## config.mk

```make
export PLATFORM = sky130hd
export DESIGN_NAME = change_dispenser
export DESIGN_NICKNAME = d
export VERILOG_FILES = /design/src/rtl/change_dispenser.sv
export SDC_FILE = /design/constraint.sdc
export NUM_CORES = 1
export LEC_CHECK = 0
export ABC_AREA = 0
export CAP_MARGIN = 20
export CORE_MARGIN = 1.5
export CORE_UTILIZATION = 35
export DETAILED_ROUTE_END_ITERATION = 8
export SLEW_MARGIN = 0
export SYNTH_ARGS = -nofsm -noshare
export SYNTH_HDL_FRONTEND = slang
export SYNTH_SLANG_ARGS = --single-unit
```

## constraint.sdc

```tcl
create_clock -name clk -period 3 [get_ports clk]
set_clock_uncertainty 0.2 [all_clocks]
set_input_delay 0.6 -clock clk [delete_from_list [all_inputs] [get_ports clk]]
set_output_delay 0.6 -clock clk [all_outputs]
set_load 0.01 [all_outputs]
```

## src/rtl/change_dispenser.sv

```systemverilog
// change_dispenser
//   Pays out change greedily from three coin tubes (5, 2 and 1 credit units).
//   A start in IDLE latches the amount. Each SELECT cycle then picks the largest
//   coin that both fits the remaining amount and is still in stock. That coin's
//   strobe is held for PULSE_CYCLES clocks, followed by GAP_CYCLES low clocks.
//   When nothing more can be paid, the block finishes with a one-cycle done
//   pulse, and any unpaid remainder is left on shortfall.
//
// Ports
//   clk, rst               rising-edge clock; asynchronous active-low reset
//   start, amount          one-cycle request plus the amount to pay (IDLE only)
//   refill                 reload every tube to TUBE_MAX (IDLE only)
//   eject1/2/5             coin-release strobes, at most one high at a time
//   busy, done             transaction in flight / one-cycle completion pulse
//   shortfall, short_flag  unpaid remainder of the last transaction, and (!= 0)
//   tube1/2/5              coins left in each tube
module change_dispenser #(
  parameter int PULSE_CYCLES = 4,
  parameter int GAP_CYCLES   = 2,
  parameter int TUBE_MAX     = 8
) (
  input  logic       clk,
  input  logic       rst,
  input  logic       start,
  input  logic [7:0] amount,
  input  logic       refill,
  output logic       eject1,
  output logic       eject2,
  output logic       eject5,
  output logic       busy,
  output logic       done,
  output logic [7:0] shortfall,
  output logic       short_flag,
  output logic [3:0] tube1,
  output logic [3:0] tube2,
  output logic [3:0] tube5
);

  typedef enum logic [2:0] {IDLE, SELECT, EJECT, GAP, DONE} state_t;
  typedef enum logic [1:0] {D_NONE, D1, D2, D5} denom_t;

  // The counter is loaded with N-1 on state entry, so the state lasts N clocks.
  localparam logic [7:0] PULSE_LD  = 8'(PULSE_CYCLES - 1);
  localparam logic [7:0] GAP_LD    = 8'(GAP_CYCLES - 1);
  localparam logic [3:0] TUBE_FULL = 4'(TUBE_MAX);

  state_t     state, state_nx;
  denom_t     sel, sel_nx, pick;
  logic [7:0] cnt, cnt_nx;
  logic [7:0] remaining, rem_nx;
  logic [7:0] shortfall_nx;
  logic [7:0] dval;
  logic [3:0] tube1_nx, tube2_nx, tube5_nx;
  logic       eject1_nx, eject2_nx, eject5_nx, busy_nx, done_nx, short_flag_nx;

  function automatic logic [3:0] sat_dec(input logic [3:0] t);
    return (t == 4'd0) ? 4'd0 : t - 4'd1;
  endfunction

  // Greedy choice: the largest coin that fits the remaining amount and is in stock.
  always_comb begin
    pick = D_NONE;
    if      (remaining >= 8'd5 && tube5 != 4'd0) pick = D5;
    else if (remaining >= 8'd2 && tube2 != 4'd0) pick = D2;
    else if (remaining >= 8'd1 && tube1 != 4'd0) pick = D1;
  end

  always_comb begin
    case (sel)
      D5:      dval = 8'd5;
      D2:      dval = 8'd2;
      D1:      dval = 8'd1;
      default: dval = 8'd0;
    endcase
  end

  // State register; every output is registered alongside it.
  always_ff @(posedge clk or negedge rst) begin
    if (!rst) begin
      state      <= IDLE;
      sel        <= D_NONE;
      cnt        <= '0;
      remaining  <= '0;
      shortfall  <= '0;
      short_flag <= 1'b0;
      tube1      <= TUBE_FULL;
      tube2      <= TUBE_FULL;
      tube5      <= TUBE_FULL;
      eject1     <= 1'b0;
      eject2     <= 1'b0;
      eject5     <= 1'b0;
      busy       <= 1'b0;
      done       <= 1'b0;
    end else begin
      state      <= state_nx;
      sel        <= sel_nx;
      cnt        <= cnt_nx;
      remaining  <= rem_nx;
      shortfall  <= shortfall_nx;
      short_flag <= short_flag_nx;
      tube1      <= tube1_nx;
      tube2      <= tube2_nx;
      tube5      <= tube5_nx;
      eject1     <= eject1_nx;
      eject2     <= eject2_nx;
      eject5     <= eject5_nx;
      busy       <= busy_nx;
      done       <= done_nx;
    end
  end

  // Next state and datapath.
  always_comb begin
    state_nx     = state;
    sel_nx       = sel;
    cnt_nx       = 8'd0;
    rem_nx       = remaining;
    shortfall_nx = shortfall;
    tube1_nx     = tube1;
    tube2_nx     = tube2;
    tube5_nx     = tube5;
    case (state)
      IDLE: begin
        // A refill takes effect on the same edge that accepts a start, so the
        // first SELECT of that transaction already sees full tubes.
        if (refill) begin
          tube1_nx = TUBE_FULL;
          tube2_nx = TUBE_FULL;
          tube5_nx = TUBE_FULL;
        end
        if (start) begin
          state_nx     = SELECT;
          rem_nx       = amount;
          shortfall_nx = 8'd0;
        end
      end
      SELECT: begin
        if (remaining == 8'd0) begin
          state_nx = DONE;
        end else if (pick != D_NONE) begin
          state_nx = EJECT;
          sel_nx   = pick;
          cnt_nx   = PULSE_LD;
        end else begin
          state_nx     = DONE;
          shortfall_nx = remaining;
        end
      end
      EJECT: begin
        if (cnt == 8'd0) begin
          state_nx = GAP;
          cnt_nx   = GAP_LD;
          rem_nx   = remaining - dval;  // dval <= remaining was checked in SELECT
          case (sel)
            D5:      tube5_nx = sat_dec(tube5);
            D2:      tube2_nx = sat_dec(tube2);
            D1:      tube1_nx = sat_dec(tube1);
            default: ;
          endcase
        end else begin
          cnt_nx = cnt - 8'd1;
        end
      end
      GAP: begin
        if (cnt == 8'd0) state_nx = SELECT;
        else             cnt_nx   = cnt - 8'd1;
      end
      DONE:    state_nx = IDLE;
      default: state_nx = IDLE;
    endcase
  end

  // Output values for the next cycle, taken from the next state.
  always_comb begin
    eject5_nx     = (state_nx == EJECT) && (sel_nx == D5);
    eject2_nx     = (state_nx == EJECT) && (sel_nx == D2);
    eject1_nx     = (state_nx == EJECT) && (sel_nx == D1);
    busy_nx       = (state_nx != IDLE);
    done_nx       = (state_nx == DONE);
    short_flag_nx = (shortfall_nx != 8'd0);
  end

endmodule

```

==> impl_metrics.toml, run 1 <==
[clock_tree]
clk_pin_slew_ns = 0.09
cts_setup_buffers = 0
cts_tree = "yes"
holdBufCountCts = 0
numCtsBuffers = 5
clk_latency_ns = 0.30
post_cts_resized = 0
cts_root_buffer = "clkbuf_8"
numClockSinks = 47
clockBufferDepth = 2
h-tree-depth = 2

[placement]
placed_cell_area_mm2 = 0.00306
gp_congestion = 0.813
hpwl_mm = 4.22
place_ws_ns = 0.561
io_buffers = 37

[yosys]
synth_area_mm2 = 0.00256
ys_ff_latch = 47
ys_seq_area_frac = 0.461
synth_edf_count = 0
yosysUniqueCellTypes = 51
synth_mux_area_frac = 0.00391
synth_compound_area_frac = 0.193
syn_area_per_cell_um2 = 9.14
async_reset_ff_frac = 1.00
ys_warn_count = 0
synth-xor-area-share = 0.0171
synthFlopType = "dfrtp_1"
synth_cells = 280
synth_top_family_by_area = "simple AND/OR/NAND/NOR gates"
yosys.area_share.simple = 0.232
synth_fa_ha_area_frac = 0.0616
syn_nets = 304

[die]
die_w_um = 88.5
core_mm2 = 0.00694
fp.dieArea_mm2 = 0.00784
die_h_um = 88.5
pin_count = 38
row_count = 30
initial_utilization = 0.369

[routing]
first_iter_violations = 83
dr_total_vias = 2156
wire_per_inst_um = 14.0
first_pass_iters = 5
drtAntennaViolNets = 0
wl_mm = 5.86
viasPerCell = 5.15
drc_errors = 0

[worst_setup_path]
crit_path_end_kind = "flip-flop"
critical_path.cell_chain = "nand2b_1 > ha_1 > nor2b_1 > o21ai_0 > or4b_1 > a21oi_1 > a2bb2oi_1"
crit_type = "flip-flop to flip-flop"
crit_arrival_ns = 2.45
critPathLaunchType = "flip-flop"
required_ns = 3.03
crit_path_max_fanout = 8
critPathSlowestCell = "dfrtp_1"
slowest_delay_ns = 0.48

[status]
status = "finished clean"

[cells_and_area]
nFillCells = 686
layout_commonest_cell = "dfrtp_1"
multi_input_area_mm2 = 0.00130
layout.area.seq_mm2 = 0.00118
diodes = 0
final_area_mm2 = 0.00314
nets = 346
layout_common_cells = "44 x dfrtp_1, 41 x o21ai_0, 36 x clkdlybuf4s50_1"
drive_gt1_frac = 0.0681
syn_to_final_growth_pct = 22.5

[global_routing]
overflow = 0
grt_usage = 0.165
grt_pass1_vias = 2162
grt_pass1_wl_mm = 10.0
grt_max_degree = 48
antenna_found_initial = 0

[sta]
grt_setup_unrepaired = "no"
period_minus_slack_ns = 2.42
tightest_slew_ns = 0.611
maxSlewViolCount = 0
timing.hold.ws_ns = 0.196
max_clock_freq_ghz = 0.413
min_period_over_period = 0.808
setup_viol = 0
hold_viol = 0
slew_headroom = 0.592
fin_setup_tns_ns = 0
layout_setup_ws_ns = 0.576

[power]
p_seq_frac = 0.372
power_frac_clock = 0.125
p_int_mw = 1.68
power_switching_mw = 1.28
leakage_nw = 1.30
p_total_mw = 2.96
power_density_mw_per_mm2 = 943
pwr-share-comb = 0.503
switching_share = 0.432
ir_drop_mv = 0.378

[job]
drv_cap = 0

[worst_hold_path]
worstHoldPathType = "input pin to async pin"
==> sequential cells by signal (all words and copies together) (netlist names) <==
| signal | flops |
|---|---|
| cnt | 8 |
| remaining | 8 |
| shortfall | 8 |
| tube1 | 4 |
| tube2 | 4 |
| tube5 | 4 |
| state | 3 |
| sel | 2 |
| busy | 1 |
| done | 1 |
| eject1 | 1 |
| eject2 | 1 |
| eject5 | 1 |
| short_flag | 1 |
==> metrics by stage <==
stage,utilization,std cells
after global placement,0.440,411
after global routing,0.452,419
final,0.452,419
after CTS,0.452,419
after floorplan,-,280
after detailed placement,0.440,411
==> metal layers <==
metal  part of all wire  track usage  vias to the layer above
met5                  0            0                        -
met4             0.0068       0.0483                        0
met3              0.040       0.0382                        4
met2               0.47        0.266                       39
met1               0.48        0.222                     1041
li1                   -            -                     1072
==> path summary, 6_finish.rpt <==
path	start	end	slack, ns	cells after the start
setup / recovery	sel[0]	remaining[7]	0.58	7
hold / removal	rst	shortfall[2]	0.20	2
setup reg to reg	sel[0]	remaining[7]	0.58	7
hold reg to reg	state[2]	busy	0.32	1
max in group asynchronous	rst	eject1	1.99	2
min in group clk	state[2]	busy	0.32	1
==> kinds of logic after synthesis <==
group,count (synthesis)
AND/OR/NAND/NOR,114
XOR/XNOR,5
buffers and inverters,21
flip-flops,47
adder cells (fa/ha/maj),12
multiplexers,1
AO/OA/AOI/OAI,80
==> layout make-up <==
class / count / area share
Clock buffer: 7 / 0.0243
Clock inverter: 1 / 0.00160
Inverter: 14 / 0.0168
Multi-Input combinational cell: 212 / 0.414
Sequential cell: 47 / 0.376
Tap cell: 96 / 0.0383
Timing Repair Buffer: 42 / 0.128
==> critical path: cells and delay by family, from the launching register on <==
family	cells	cell delay (ns)
fa+ha+maj	1	0.28
compound gates	3	0.55
flops	1	0.48
simple gates	3	0.84
==> power groups by stage <==
stage                     clock, mW  combinational (mW)  sequential, mW
after global routing          0.412                1.71            1.14
after floorplan                   0               0.998            1.08
after global placement            0                1.46            1.11
after CTS                     0.385                1.50            1.10
final                         0.371                1.49            1.10
after detailed placement          0                1.49            1.11
==> cells in the mapped netlist, drive strengths merged, types with 2 or more instances <==
library cell / count / area share
a211oi: 2 / 0.011
o21ai: 41 / 0.080
dfstp: 3 / 0.031
xor2: 2 / 0.0068
nand3: 5 / 0.0098
nor4: 3 / 0.0098
a2bb2oi: 2 / 0.0068
xnor2: 3 / 0.010
and3: 3 / 0.0073
nand2: 28 / 0.041
and2: 5 / 0.012
dfrtp: 44 / 0.43
o211ai: 3 / 0.011
nor3: 13 / 0.027
or4: 3 / 0.0088
nor2: 27 / 0.040
o41ai: 3 / 0.010
nand2b: 7 / 0.017
nor2b: 6 / 0.015
a21o: 3 / 0.0088
or3: 3 / 0.0073
a31oi: 2 / 0.0049
a22oi: 2 / 0.0059
nor3b: 5 / 0.019
inv: 14 / 0.021
o22ai: 2 / 0.0049
clkbuf: 6 / 0.0088
ha: 11 / 0.054
a21oi: 12 / 0.023
Power figures use the tool's default switching activity.
==> run 2: changes to the inputs <==
==> constraint.sdc (replaced) <==
create_clock -name clk -period 2.5 [get_ports clk]
set_clock_uncertainty 0.2 [all_clocks]
set_input_delay 0.5 -clock clk [delete_from_list [all_inputs] [get_ports clk]]
set_output_delay 0.5 -clock clk [all_outputs]
set_load 0.01 [all_outputs]
==> run 2 against run 1 <==
- first-iteration DRC count up 27%
- clock power up 20%
- maximum frequency up 7.1%
- register-to-register slack worse by 0.34 ns
- utilization up 1.5 points
- total power up 24%
- combinational power up 28%
- die area unchanged
- via count up 1.9%
- sequential cell count unchanged
- non-clock buffer count up 11
- critical endpoint unchanged
==> impl_metrics.toml, run 2 (synthesis gave the netlist of run 1 again) <==
[status]
status = "finished clean"

[die]
core_mm2 = 0.00694
fp.dieArea_mm2 = 0.00784
row_count = 30
die_w_um = 88.5
initial_utilization = 0.369
die_h_um = 88.5
pin_count = 38

[cells_and_area]
nets = 357
fin_cells = 429
layout_commonest_cell = "dfrtp_1"
reg_top3 = "cnt: 8 flops, remaining: 8 flops, shortfall: 8 flops"
diodes = 0
drive_gt1_frac = 0.105
layout_common_cells = "44 x dfrtp_1, 41 x o21ai_0, 36 x clkdlybuf4s50_1"
nFillCells = 664
syn_to_final_growth_pct = 26.5

[clock_tree]
cts_tree = "yes"
clk_pin_slew_ns = 0.09
clk_latency_ns = 0.29
h-tree-depth = 2
numClockSinks = 47
cts_root_buffer = "clkbuf_8"
numCtsBuffers = 5
clockBufferDepth = 2

[routing]
dr_total_vias = 2198
drtAntennaViolNets = 0
drc_errors = 0
wire_per_inst_um = 14.0
wl_mm = 5.99
viasPerCell = 5.12
first_iter_violations = 105
first_pass_iters = 4

[worst_hold_path]
min_path_cells = 1
worstHoldPathType = "flip-flop to flip-flop"

[sta]
layout_setup_ws_ns = 0.237
tightest_slew_ns = 0.637
grt_setup_unrepaired = "no"
maxSlewViolCount = 0
slew_headroom = 0.574
hold_viol = 0
min_period_over_period = 0.905
period_minus_slack_ns = 2.26
setup_viol = 0
fin_setup_tns_ns = 0
max_clock_freq_ghz = 0.442

[worst_setup_path]
crit_arrival_ns = 2.29
worst-path-stages = 7
critPathLaunchType = "flip-flop"
critPathSlowestCell = "or4b_1"
critPathLaunch = "sel[0]"
path_buf_inv = 0
crit_type = "flip-flop to flip-flop"
crit_path_end_kind = "flip-flop"
r2r_start = "sel[0]"
regToRegSetupSlack_ns = 0.24
slowest_delay_ns = 0.48
cp_top_family = "simple AND/OR/NAND/NOR gates"
critical_path.cell_chain = "nand2b_1 > ha_1 > nor2b_1 > o21ai_0 > or4b_1 > a21oi_1 > a2bb2oi_1"
crit_path_max_fanout = 4
rr_worst_depth = 7
worstReg2RegEnd = "remaining[7]"
crit_end = "remaining[7]"
required_ns = 2.53

[global_routing]
grt_pass1_vias = 2216
overflow = 0
antenna_found_initial = 0
grt_usage = 0.168
grt_max_degree = 24
grt_pass1_wl_mm = 10.2

[power]
ir_drop_mv = 0.651
power_density_mw_per_mm2 = 1130
leakage_nw = 1.36
p_total_mw = 3.67

[job]
drv_cap = 0

[placement]
place_ws_ns = 0.139
hpwl_mm = 4.48
gp_congestion = 0.838
placedCellCount = 420
io_buffers = 37
-- run 2: through the flow --
| stage | utilization | hold WS (ns) | area, um2 |
|---|---|---|---|
| after floorplan | - | 0.00441 | 2560 |
| after global placement | 0.450 | 0.166 | 3120 |
| after detailed placement | 0.450 | 0.168 | 3120 |
| after CTS | 0.463 | 0.324 | 3220 |
| after global routing | 0.466 | 0.371 | 3240 |
| final | 0.466 | 0.328 | 3240 |
-- run 2: power breakdown --
group          total [mW]  internal (mW)  switching [mW]
combinational        1.91          0.877            1.03
clock               0.446          0.192           0.254
sequential           1.31           1.02           0.286
total                3.67           2.09            1.57
-- run 2: area by class of cell --
| type | count | area [um2] | share of cell area |
|---|---|---|---|
| multi-input combinational | 212 | 1320 | 0.406 |
| tap | 96 | 120 | 0.0371 |
| timing repair buffer | 53 | 488 | 0.151 |
| clock inverter | 2 | 13.8 | 0.00425 |
| inverter | 14 | 52.6 | 0.0162 |
| clock buffer | 5 | 68.8 | 0.0212 |
| sequential | 47 | 1180 | 0.364 |
-- run 2: how the worst min path moves through the flow --
stage,from,slack (ns),endpoint
floorplan,rst,0.004,busy
global placement,rst,0.17,shortfall[2]
detailed placement,rst,0.17,shortfall[2]
CTS,state[2],0.32,busy
global route,tube2[2],0.37,tube2[2]
finish,state[2],0.33,busy
-- run 2: routing by layer --
metal	vias to the layer above	global-route usage	routed length (um)
met2	45	0.286	2870
met3	2	0.0336	222
met1	1050	0.219	2850
li1	1101	-	-
met5	-	0	0
met4	0	0.0469	43
-- run 2: timing repair --
item / CTS / global route
hold endpoints to repair: 8 / 0
resized for setup: 0 / 3
endpoints found under the setup margin: 0 / 10
setup buffers: 0 / 1
hold buffers: 1 / 0
